===== config.mk =====
export PLATFORM = sky130hd
export DESIGN_NAME = bsg_clk_mon_multi_flat
export DESIGN_NICKNAME = d
export VERILOG_FILES = /design/src/rtl/bsg_clk_mon_pkg.sv /design/src/rtl/bsg_clk_mon_if.sv /design/src/rtl/bsg_clk_mon_chan.sv /design/src/rtl/bsg_clk_mon_multi.sv /design/src/flat_wrapper.sv
export SDC_FILE = /design/constraint.sdc
export NUM_CORES = 1
export LEC_CHECK = 0
export ABC_AREA = 1
export CORE_MARGIN = 1
export CORE_UTILIZATION = 50
export DETAILED_ROUTE_END_ITERATION = 12
export PLACE_DENSITY = 0.87
export SETUP_SLACK_MARGIN = 0.4
export SLEW_MARGIN = 25
export SYNTH_ARGS = -nofsm -noshare
export SYNTH_HDL_FRONTEND = slang
export SYNTH_SLANG_ARGS = --single-unit

===== constraint.sdc =====
create_clock -name clk_i -period 3.45 [get_ports clk_i]
set_input_delay 0.8625 -clock clk_i [delete_from_list [all_inputs] [get_ports clk_i]]
set_output_delay 0.8625 -clock clk_i [all_outputs]
set_load 0.02 [all_outputs]

===== src/rtl/bsg_clk_mon_pkg.sv =====
// ============================================================================
// Module   : bsg_clk_mon_pkg
// Brief    : Shared types for the multi-channel clock monitor.
// Revision : 1.0
// ============================================================================
`default_nettype none

`define DECLARE_BSG_CLK_MON_RESULT_S(cnt_width_mp) \
    typedef struct packed {                       \
        logic [cnt_width_mp-1:0] count;           \
        logic                    sat;             \
    } bsg_clk_mon_result_s

package bsg_clk_mon_pkg;

    typedef enum logic [1:0] {
        IDLE    = 2'd0,
        SETTLE  = 2'd1,
        MEASURE = 2'd2,
        HOLD    = 2'd3
    } bsg_clk_mon_state_e;

    // One cycle beyond the synchroniser depth also flushes the edge detector.
    localparam int settle_extra_lp = 1;

    function automatic int settle_cycles(input int sync_stages);
        return sync_stages + settle_extra_lp;
    endfunction

endpackage

`default_nettype wire


===== src/rtl/bsg_clk_mon_if.sv =====
// ============================================================================
// Module   : bsg_clk_mon_if
// Brief    : Control/result bundle between a host and the clock monitor.
// Revision : 1.0
// ============================================================================
`default_nettype none

interface bsg_clk_mon_if #(
    parameter int num_chan_p  = 4,
    parameter int cnt_width_p = 16,
    parameter int win_width_p = 16
);
    logic [num_chan_p-1:0]             chan_en_i;
    logic [win_width_p-1:0]            win_cycles_i;
    logic                              start_i;
    logic                              yumi_i;
    logic                              busy_o;
    logic                              v_o;
    logic [num_chan_p*cnt_width_p-1:0] count_o;
    logic [num_chan_p-1:0]             sat_o;

    modport master (
        output chan_en_i, win_cycles_i, start_i, yumi_i,
        input  busy_o, v_o, count_o, sat_o
    );

    modport slave (
        input  chan_en_i, win_cycles_i, start_i, yumi_i,
        output busy_o, v_o, count_o, sat_o
    );
endinterface

`default_nettype wire


===== src/rtl/bsg_clk_mon_chan.sv =====
// ============================================================================
// Module   : bsg_clk_mon_chan
// Brief    : Per-channel synchroniser, rising-edge detector, saturating counter.
// Revision : 1.0
// ============================================================================
`default_nettype none

module bsg_clk_mon_chan #(
    parameter int cnt_width_p   = 16,
    parameter int sync_stages_p = 2
) (
    input  logic                   clk_i,
    input  logic                   reset_n_i,
    input  logic                   div_i,
    input  logic                   clear_i,
    input  logic                   count_en_i,
    output logic [cnt_width_p-1:0] count_o,
    output logic                   sat_o
);
    logic [sync_stages_p-1:0] sync_q;
    logic                     prev_q;
    logic [cnt_width_p-1:0]   count_q;
    logic                     sat_q;
    logic                     rise;

    always_ff @(posedge clk_i or negedge reset_n_i) begin
        if (!reset_n_i) begin
            sync_q <= '0;
            prev_q <= 1'b0;
        end else begin
            sync_q <= {sync_q[sync_stages_p-2:0], div_i};
            prev_q <= sync_q[sync_stages_p-1];
        end
    end

    assign rise = sync_q[sync_stages_p-1] & ~prev_q;

    always_ff @(posedge clk_i or negedge reset_n_i) begin
        if (!reset_n_i) begin
            count_q <= '0;
            sat_q   <= 1'b0;
        end else if (clear_i) begin
            count_q <= '0;
            sat_q   <= 1'b0;
        end else if (count_en_i && rise) begin
            // A full counter holds; the lost edge is flagged instead.
            if (count_q == {cnt_width_p{1'b1}}) begin
                sat_q <= 1'b1;
            end else begin
                count_q <= count_q + 1'b1;
            end
        end
    end

    assign count_o = count_q;
    assign sat_o   = sat_q;

endmodule

`default_nettype wire


===== src/rtl/bsg_clk_mon_multi.sv =====
// ============================================================================
// Module   : bsg_clk_mon_multi
// Brief    : Multi-channel clock-frequency monitor (FSM, window, packing).
//            BSG_CLK_MON_AUTO_REARM_EN: HOLD+yumi re-enters SETTLE.
// Revision : 1.0
// ============================================================================
`default_nettype none

module bsg_clk_mon_multi
    import bsg_clk_mon_pkg::*;
#(
    parameter int num_chan_p    = 4,
    parameter int cnt_width_p   = 16,
    parameter int win_width_p   = 16,
    parameter int sync_stages_p = 2
) (
    input  logic                  clk_i,
    input  logic                  async_reset_n_i,
    input  logic [num_chan_p-1:0] div_clk_i,
    bsg_clk_mon_if.slave          mon_if
);
    localparam int settle_len_lp = settle_cycles(sync_stages_p);
    localparam int settle_w_lp   = $clog2(settle_len_lp);

    `DECLARE_BSG_CLK_MON_RESULT_S(cnt_width_p);

    logic [1:0]             rst_sync_q;
    logic                   rst_n;
    bsg_clk_mon_state_e     state_q;
    logic                   busy_q;
    logic                   v_q;
    logic [num_chan_p-1:0]  en_r_q;
    logic [win_width_p-1:0] win_r_q;
    logic [win_width_p-1:0] win_cnt_q;
    logic [settle_w_lp-1:0] settle_cnt_q;
    logic                   start_go;
    logic                   enter_settle;
    logic                   measure;
    bsg_clk_mon_result_s [num_chan_p-1:0] res;

    // Assert asynchronously, release two clk_i edges later.
    always_ff @(posedge clk_i or negedge async_reset_n_i) begin
        if (!async_reset_n_i) begin
            rst_sync_q <= 2'b00;
        end else begin
            rst_sync_q <= {rst_sync_q[0], 1'b1};
        end
    end

    assign rst_n = rst_sync_q[1];

    assign start_go = mon_if.start_i &&
                      ((state_q == IDLE) || ((state_q == HOLD) && mon_if.yumi_i));
`ifdef BSG_CLK_MON_AUTO_REARM_EN
    assign enter_settle = start_go || ((state_q == HOLD) && mon_if.yumi_i);
`else
    assign enter_settle = start_go;
`endif
    assign measure = (state_q == MEASURE);

    always_ff @(posedge clk_i or negedge rst_n) begin
        if (!rst_n) begin
            state_q      <= IDLE;
            busy_q       <= 1'b0;
            v_q          <= 1'b0;
            en_r_q       <= '0;
            win_r_q      <= '0;
            win_cnt_q    <= '0;
            settle_cnt_q <= '0;
        end else begin
            if (start_go) begin
                en_r_q  <= mon_if.chan_en_i;
                win_r_q <= mon_if.win_cycles_i;
            end
            if (enter_settle) begin
                state_q      <= SETTLE;
                busy_q       <= 1'b1;
                v_q          <= 1'b0;
                settle_cnt_q <= settle_w_lp'(settle_len_lp - 1);
            end else begin
                unique case (state_q)
                    IDLE: ;
                    SETTLE: begin
                        if (settle_cnt_q == '0) begin
                            if (win_r_q == '0) begin
                                state_q <= HOLD;
                                busy_q  <= 1'b0;
                                v_q     <= 1'b1;
                            end else begin
                                state_q   <= MEASURE;
                                win_cnt_q <= win_r_q;
                            end
                        end else begin
                            settle_cnt_q <= settle_cnt_q - 1'b1;
                        end
                    end
                    MEASURE: begin
                        if (win_cnt_q == win_width_p'(1)) begin
                            state_q <= HOLD;
                            busy_q  <= 1'b0;
                            v_q     <= 1'b1;
                        end else begin
                            win_cnt_q <= win_cnt_q - 1'b1;
                        end
                    end
                    HOLD: begin
                        if (mon_if.yumi_i) begin
                            state_q <= IDLE;
                            v_q     <= 1'b0;
                        end
                    end
                    default: begin
                        state_q <= IDLE;
                        busy_q  <= 1'b0;
                        v_q     <= 1'b0;
                    end
                endcase
            end
        end
    end

    for (genvar i = 0; i < num_chan_p; i++) begin : g_chan
        bsg_clk_mon_chan #(
            .cnt_width_p   (cnt_width_p),
            .sync_stages_p (sync_stages_p)
        ) u_chan (
            .clk_i      (clk_i),
            .reset_n_i  (rst_n),
            .div_i      (div_clk_i[i]),
            .clear_i    (start_go || enter_settle),
            .count_en_i (measure && en_r_q[i]),
            .count_o    (res[i].count),
            .sat_o      (res[i].sat)
        );

        assign mon_if.count_o[i*cnt_width_p +: cnt_width_p] = res[i].count;
        assign mon_if.sat_o[i]                               = res[i].sat;
    end

    assign mon_if.busy_o = busy_q;
    assign mon_if.v_o    = v_q;

endmodule

`default_nettype wire


===== src/flat_wrapper.sv =====
// flat-port wrapper written by rule: the top's interface ports become plain ports
module bsg_clk_mon_multi_flat import bsg_clk_mon_pkg::*;
#(
    parameter int num_chan_p    = 4,
    parameter int cnt_width_p   = 16,
    parameter int win_width_p   = 16,
    parameter int sync_stages_p = 2
)
  (clk_i, async_reset_n_i, div_clk_i, mon_if_chan_en_i, mon_if_win_cycles_i, mon_if_start_i, mon_if_yumi_i, mon_if_busy_o, mon_if_v_o, mon_if_count_o, mon_if_sat_o);
  bsg_clk_mon_if #(.num_chan_p(num_chan_p), .cnt_width_p(cnt_width_p), .win_width_p(win_width_p)) mon_if_i ();
  input  logic clk_i;
  input  logic async_reset_n_i;
  input  logic [num_chan_p-1:0] div_clk_i;
  input wire logic [$bits(mon_if_i.chan_en_i)-1:0] mon_if_chan_en_i;
  input wire logic [$bits(mon_if_i.win_cycles_i)-1:0] mon_if_win_cycles_i;
  input wire logic [$bits(mon_if_i.start_i)-1:0] mon_if_start_i;
  input wire logic [$bits(mon_if_i.yumi_i)-1:0] mon_if_yumi_i;
  output wire logic [$bits(mon_if_i.busy_o)-1:0] mon_if_busy_o;
  output wire logic [$bits(mon_if_i.v_o)-1:0] mon_if_v_o;
  output wire logic [$bits(mon_if_i.count_o)-1:0] mon_if_count_o;
  output wire logic [$bits(mon_if_i.sat_o)-1:0] mon_if_sat_o;
  assign mon_if_i.chan_en_i = mon_if_chan_en_i;
  assign mon_if_i.win_cycles_i = mon_if_win_cycles_i;
  assign mon_if_i.start_i = mon_if_start_i;
  assign mon_if_i.yumi_i = mon_if_yumi_i;
  assign mon_if_busy_o = mon_if_i.busy_o;
  assign mon_if_v_o = mon_if_i.v_o;
  assign mon_if_count_o = mon_if_i.count_o;
  assign mon_if_sat_o = mon_if_i.sat_o;
  bsg_clk_mon_multi #(.num_chan_p(num_chan_p), .cnt_width_p(cnt_width_p), .win_width_p(win_width_p), .sync_stages_p(sync_stages_p)) u_core (.clk_i(clk_i), .async_reset_n_i(async_reset_n_i), .div_clk_i(div_clk_i), .mon_if(mon_if_i));
endmodule

==> flow_summary_export.csv, run 1 <==
group,metric,value,unit
status,status,"completed",
sta,finalWorstSetupSlack,979,ps
worst_setup_path,critPathMaxFanout,20,
worst_setup_path,worstPathArrival,2820,ps
placed_design,dpl.hpwl,12000,um
worst_setup_path,rrSetupSlack,980,ps
detailed_routing,wl_per_cell,14.0,um
clocking,h-tree-depth,4,
floorplan,die_x,122,um
global_routing,grt_pass1_wl,29900,um
yosys,synth_ff_type,"dfrtp_1",
worst_setup_path,crit_type,"flip-flop to flip-flop",
detailed_routing,antenna_left,0,
clocking,cts.sinks,124,
placed_design,io_buffers,97,
final_layout,nets,1113,
sta,skew,6.28,ps
detailed_routing,drt_wl_total,17700,um
sta,fin_crit,2470,ps
worst_setup_path,path_cells,"inv_1 > ha_1 > buf_4 > clkinv_1 > nor2_2 > nor2_4 > inv_1 > nand2_1 > nand2_1",
clocking,max-clock-path-buffers,2,
worst_setup_path,cpPeakStageDelay,510,ps
clocking,path_clk_slew,60,ps
placed_design,dp_cells,1233,
placed_design,place_congestion,0.917,
sta,fin_crit_sh,71.6,%
detailed_routing,vias,6629,
sta,maxSlewViolCount,0,
worst_setup_path,crit_buf_inv,4,
yosys,synth_cell_types,37,
final_layout,fill_cells,1147,
sta,finalHoldViolCount,0,
detailed_routing,drt-pass1-iter-count,5,
clocking,cts_buffers,17,
worst_setup_path,cp.required,3800,ps
yosys,yosys_warnings,0,
yosys,synth_edf_count,0,
worst_setup_path,cp_slowest_cell,"clkinv_1",
final_layout,fin_cells,1266,
yosys,avgSynthCellArea,7.31,um^2
sta,rsz0062_at_grt,"no",
floorplan,die-height,122,um
final_layout,drive_above_1_share,8.66,%
yosys,synth_area_leaders,"dfrtp_1, nand2_1, nor2_1, nand3_1, inv_1",
clocking,cts_tree,"built",
sta,tns,0,ps
power_and_ir_drop,worst_ir_drop_vdd,0.538,mV
sta,whs,348,ps
power_and_ir_drop,total_power,6.69,mW
worst_setup_path,worstSetupEndpointType,"flip-flop",
worst_hold_path,hold_path_class,"flip-flop to asynchronous set/reset pin",
sta,slew_headroom,56.2,%
detailed_routing,drt_iter0_drc,419,
yosys,ys_seq_area_share,43.4,%
final_layout,final_common_cell,"nand2_1",
floorplan,die_area,14800,um^2
worst_setup_path,cpLargestDelayFamily,"buffers and inverters",
global_routing,groute.usage.overall,25.7,%
sta,finalSetupViolations,0,
clocking,post_cts_resized,0,
floorplan,start_util,51.3,%
floorplan,ios,98,
yosys,synth_top_area_cell,"dfrtp_1",
worst_setup_path,worst_setup_path_start_kind,"flip-flop",
final_layout,syn2layout_area_growth,24.2,%
power_and_ir_drop,powerDensity,754,nW/um^2
floorplan,fp.coreArea,13900,um^2
clocking,cts_setup_buffers,0,
yosys,syn_area,7140,um^2
yosys,synth_cells,977,
power_and_ir_drop,total_leakage_power,4.28,nW
clocking,insertion_delay,420,ps
yosys,yosysTopAreaCellShare,43.4,%
detailed_routing,vias_per_cell,5.24,
clocking,cts_root_buffer,"clkbuf_16",
sta,max_freq,405,MHz
global_routing,grt_remaining_overflow,0,
yosys,ys_ff_latch,124,
global_routing,grt_pass1_vias,6452,
detailed_routing,drcViolationCount,0,
final_layout,n_antenna_cell,0,
job,drv_cap,0,
floorplan,fp-row-count,43,
yosys,synth-async-reset-ratio,100,%
global_routing,antenna_found_initial,0,
clocking,hold_buffers,0,
global_routing,grt_max_degree,83,
sta,tightest_slew,656,ps
final_layout,final_cell_mix,"nand2_1, dfrtp_1, nor2_1, clkdlybuf4s50_1, inv_1",
yosys,syn_nets,1017,
placed_design,pre_cts_slack,795,ps
worst paths after layout:
kind / startpoint / cells past startpoint / end
max: u_core.state_q[0] / 9 / u_core.win_cnt_q[13]
min: u_core.rst_sync_q[1] / 0 / u_core.g_chan[0].u_chan.count_o[11]
max reg2reg: u_core.state_q[0] / 9 / u_core.win_cnt_q[13]
min reg2reg: u_core.rst_sync_q[1] / 0 / u_core.g_chan[0].u_chan.count_o[11]
max in group asynchronous: u_core.rst_sync_q[1] / 1 / u_core.g_chan[3].u_chan.count_o[15]
min in group clk_i: u_core.g_chan[2].u_chan.sync_q[0] / 0 / u_core.g_chan[2].u_chan.sync_q[1]
kinds of logic after synthesis:
group           after synthesis  synth area share (%)
fa+ha+maj                    12                  2.10
flops                       124                  43.4
other cells                   1                0.0525
buf+inv                     113                  7.20
simple gates                642                  39.1
compound gates               58                  4.82
xor+xnor                     27                  3.31
final cells by class:
cell class,instances,area [um^2],area share [%]
flip-flops and latches,124,3110,35.0
repair buffers,105,1070,12.0
clock inverters,12,160,1.81
clock buffers,20,467,5.26
well taps,180,225,2.54
multi-input cells,740,3530,39.7
inverters,85,319,3.60
Yosys cell counts, types with 6 or more instances:
master / instances
nand4_1: 40
o21ai_1: 7
ha_1: 12
buf_4: 8
nand2_2: 12
nor2_4: 9
xor2_1: 25
nor3_1: 6
nand3_1: 72
a21oi_1: 10
nor2_2: 11
o21ai_0: 29
nand2_1: 370
dfrtp_1: 124
inv_1: 78
buf_6: 7
inv_2: 6
nor2_1: 110
buf_2: 6
worst register-to-register path, stage by stage (launching register included):
cell and delay, ps:
dfrtp_1 420, inv_1 120, ha_1 210, buf_4 280
clkinv_1 510, nor2_2 310, nor2_4 100, inv_1 230
nand2_1 120, nand2_1 100
where the power goes:
group / internal [mW] / switching [mW]
Combinational: 0.919 / 1.62
Clock: 1.20 / 0.670
Sequential: 1.83 / 0.451
Total: 3.95 / 2.74
routing by layer:
layer,vias to the layer above,routed length [um],GRT usage [%]
li1,3283,-,-
met1,3099,7610,32.8
met2,211,8450,40.9
met3,36,1230,7.99
met4,0,381,9.72
met5,-,0,0
through the flow:
| stage | utilization, % | instance area [um^2] |
|---|---|---|
| floorplan | - | 7140 |
| global placement | 59.0 | 8230 |
| detailed placement | 59.0 | 8230 |
| CTS | 63.5 | 8850 |
| global route | 63.7 | 8870 |
| finish | 63.7 | 8870 |
flip-flops by register name, summed over array words and instances (netlist names):
register and cells:
u_core.win_cnt_q 16, u_core.g_chan.u_chan.sat_o 4, u_core.g_chan.u_chan.prev_q 4, u_core.g_chan.u_chan.count_o 64, u_core.settle_cnt_q 2, u_core.state_q 2, u_core.rst_sync_q 2, u_core.en_r_q 4
u_core.mon_if.v_o 1, u_core.win_r_q 16, u_core.mon_if.busy_o 1, u_core.g_chan.u_chan.sync_q 8
No activity file was read; power rests on OpenSTA's default activity.
==> run 2: changes to the inputs <==
==> constraint.sdc (replaced) <==
create_clock -name clk_i -period 2 [get_ports clk_i]
set_input_delay 0.5 -clock clk_i [delete_from_list [all_inputs] [get_ports clk_i]]
set_output_delay 0.5 -clock clk_i [all_outputs]
set_load 0.02 [all_outputs]
==> flow_summary_export.csv, run 2 (synthesis gave the netlist of run 1 again) <==
group,metric,value,unit
sta,fin_crit_sh,91.4,%
sta,skew,9.35,ps
worst_setup_path,crit_path_end,"u_core.g_chan[3].u_chan.count_o[13]",
sta,fin_crit,1830,ps
floorplan,fp-row-count,43,
final_layout,postLayoutCoreUtil,73.1,%
placed_design,place_congestion,0.912,
detailed_routing,drcViolationCount,0,
worst_setup_path,cp_slowest_cell,"dfrtp_2",
sta,finalWorstSetupSlack,171,ps
power_and_ir_drop,power_frac_clock,22.7,%
sta,maxSlewViolCount,0,
global_routing,grt_pass1_vias,7093,
final_layout,largest_reg_flops,64,
sta,rsz0062_at_grt,"yes",
global_routing,grt_remaining_overflow,0,
clocking,hold_buffers,0,
worst_setup_path,worstPathArrival,2190,ps
worst_setup_path,path_cells,"ha_1 > nand3_1 > inv_2 > nand2_2 > nor2_4 > nor2_4 > nor2_4 > clkbuf_16 > nand2_4 > nand2_1",
power_and_ir_drop,pwr-share-comb,47.8,%
worst_setup_path,worst_setup_path_start_kind,"flip-flop",
global_routing,grt_pass1_wl,33200,um
power_and_ir_drop,netSwitchingPower,5.96,mW
worst_setup_path,critPathMostFrequentCell,"nor2_4",
job,drv_cap,0,
placed_design,pre_cts_slack,-58.7,ps
clocking,cts_root_buffer,"clkbuf_16",
worst_setup_path,reg2reg_from,"u_core.g_chan[3].u_chan.count_o[0]",
power_and_ir_drop,seq_power_share,29.5,%
worst_setup_path,r2r_cells,10,
worst_setup_path,cp.required,2360,ps
clocking,path_clk_slew,60,ps
detailed_routing,drt-pass1-iter-count,5,
detailed_routing,vias,7600,
status,status,"completed",
floorplan,ios,98,
worst_setup_path,crit_type,"flip-flop to flip-flop",
clocking,cts_tree,"built",
clocking,cts.sinks,124,
placed_design,dpl.hpwl,12700,um
final_layout,syn2layout_area_growth,42.6,%
clocking,max-clock-path-buffers,2,
worst_setup_path,crit_path_start,"u_core.g_chan[3].u_chan.count_o[0]",
final_layout,final_common_cell,"nand2_1",
sta,max_freq,547,MHz
final_layout,fin_cells,1367,
worst_setup_path,critPathMaxFanout,7,
final_layout,nets,1214,
power_and_ir_drop,worst_ir_drop_vdd,0.904,mV
worst_setup_path,rrSetupSlack,170,ps
clocking,h-tree-depth,4,
worst_setup_path,cpLargestDelayFamily,"simple AND/OR/NAND/NOR gates",
power_and_ir_drop,p_int,7.97,mW
worst_setup_path,worstSetupEndpointType,"flip-flop",
final_layout,drive_above_1_share,34.9,%
worst_setup_path,cp.depth,10,
global_routing,grt_max_degree,44,
worst_setup_path,crit_buf_inv,2,
worst_hold_path,hold_path_class,"flip-flop to asynchronous set/reset pin",
detailed_routing,drt_wl_total,22500,um
clocking,insertion_delay,430,ps
power_and_ir_drop,total_leakage_power,5.17,nW
clocking,cts_buffers,17,
final_layout,n_antenna_cell,0,
worst_setup_path,r2r-end,"u_core.g_chan[3].u_chan.count_o[13]",
floorplan,die-height,122,um
sta,finalSetupViolations,0,
placed_design,io_buffers,97,
power_and_ir_drop,powerDensity,1370,nW/um^2
detailed_routing,wl_per_cell,16.5,um
power_and_ir_drop,swShare,42.8,%
detailed_routing,vias_per_cell,5.56,
worst_setup_path,cpPeakStageDelay,400,ps
detailed_routing,drt_iter0_drc,668,
detailed_routing,antenna_left,0,
floorplan,die_x,122,um
global_routing,antenna_found_initial,0,
floorplan,die_area,14800,um^2
floorplan,fp.coreArea,13900,um^2
placed_design,dp_cells,1256,
final_layout,final_cell_mix,"nand2_1, nor2_1, dfrtp_1",
global_routing,groute.usage.overall,28.8,%
sta,finalHoldViolCount,0,
floorplan,start_util,51.3,%
==> run 2: cell count changes in the layout (fill, tap and decap cells not counted), moves of 34 or more <==
cell             delta
dfrtp_2            +34
buf_2              +63
nand2_1            -79
nand2_2            +48
buf_4              +64
dfrtp_1            -34
clkdlybuf4s50_1    -70
==> run 2: worst min-delay path by stage <==
stage / slack (ps) / end / cells past startpoint / startpoint
final: 230 / u_core.g_chan[0].u_chan.count_o[15] / 0 / u_core.rst_sync_q[1]
after global routing: 230 / u_core.rst_sync_q[1] / 1 / async_reset_n_i
after CTS: 230 / u_core.rst_sync_q[1] / 1 / async_reset_n_i
after detailed placement: 230 / u_core.g_chan[0].u_chan.count_o[15] / 0 / u_core.rst_sync_q[1]
after global placement: 230 / u_core.g_chan[0].u_chan.count_o[15] / 0 / u_core.rst_sync_q[1]
after floorplan: 200 / u_core.rst_sync_q[0] / 0 / async_reset_n_i
==> run 2: repair_timing <==
item / in CTS / in global routing
pin swaps: 10 / 53
gates cloned: 4 / 5
setup endpoints to repair: 153 / 125
resized for setup: 320 / 190
setup buffers: 41 / 29
==> run 2: area by class of cell <==
| class | count | area [um^2] |
|---|---|---|
| Clock buffer | 20 | 447 |
| Clock inverter | 12 | 146 |
| Fill cell | 933 | 3750 |
| Inverter | 85 | 343 |
| Multi-Input combinational cell | 740 | 4090 |
| Sequential cell | 124 | 3150 |
| Tap cell | 180 | 225 |
| Timing Repair Buffer | 205 | 1780 |
| Timing Repair inverter | 1 | 6.26 |
==> run 2: per-layer routing <==
layer | share of wire (%) | vias to the layer above | track usage, % | wire [um]
met5 | 0 | - | 0 | 0
met2 | 50 | 403 | 49.0 | 11400
met3 | 7.7 | 90 | 6.02 | 1730
met1 | 38 | 3614 | 35.3 | 8680
li1 | - | 3493 | - | -
met4 | 3.5 | 0 | 12.5 | 787
==> run 2: worst register-to-register path: cells and delay by family (launching register included) <==
family | cells | cell delay [ps]
fa+ha+maj | 1 | 200
buf+inv | 2 | 340
flops | 1 | 400
simple gates | 7 | 830
==> run 2: power groups by stage <==
stage	Combinational, mW	Clock (mW)	Sequential, mW
5_1_grt	7.17	3.29	4.18
4_1_cts	5.08	3.15	3.96
6_report	6.66	3.17	4.11
3_5_place_dp	4.75	0	3.96
3_3_place_gp	4.59	0	3.95
2_1_floorplan	2.94	0	4.10
==> run 2: metrics by stage <==
step | instance area, um^2 | hold slack [ps] | setup TNS, ps | total power, mW
floorplan | 7220 | 204 | 0 | 7.04
global placement | 8510 | 229 | -9.92 | 8.54
detailed placement | 8510 | 232 | -443 | 8.71
CTS | 9420 | 231 | 0 | 12.2
global route | 10200 | 228 | 0 | 14.6
finish | 10200 | 228 | 0 | 13.9
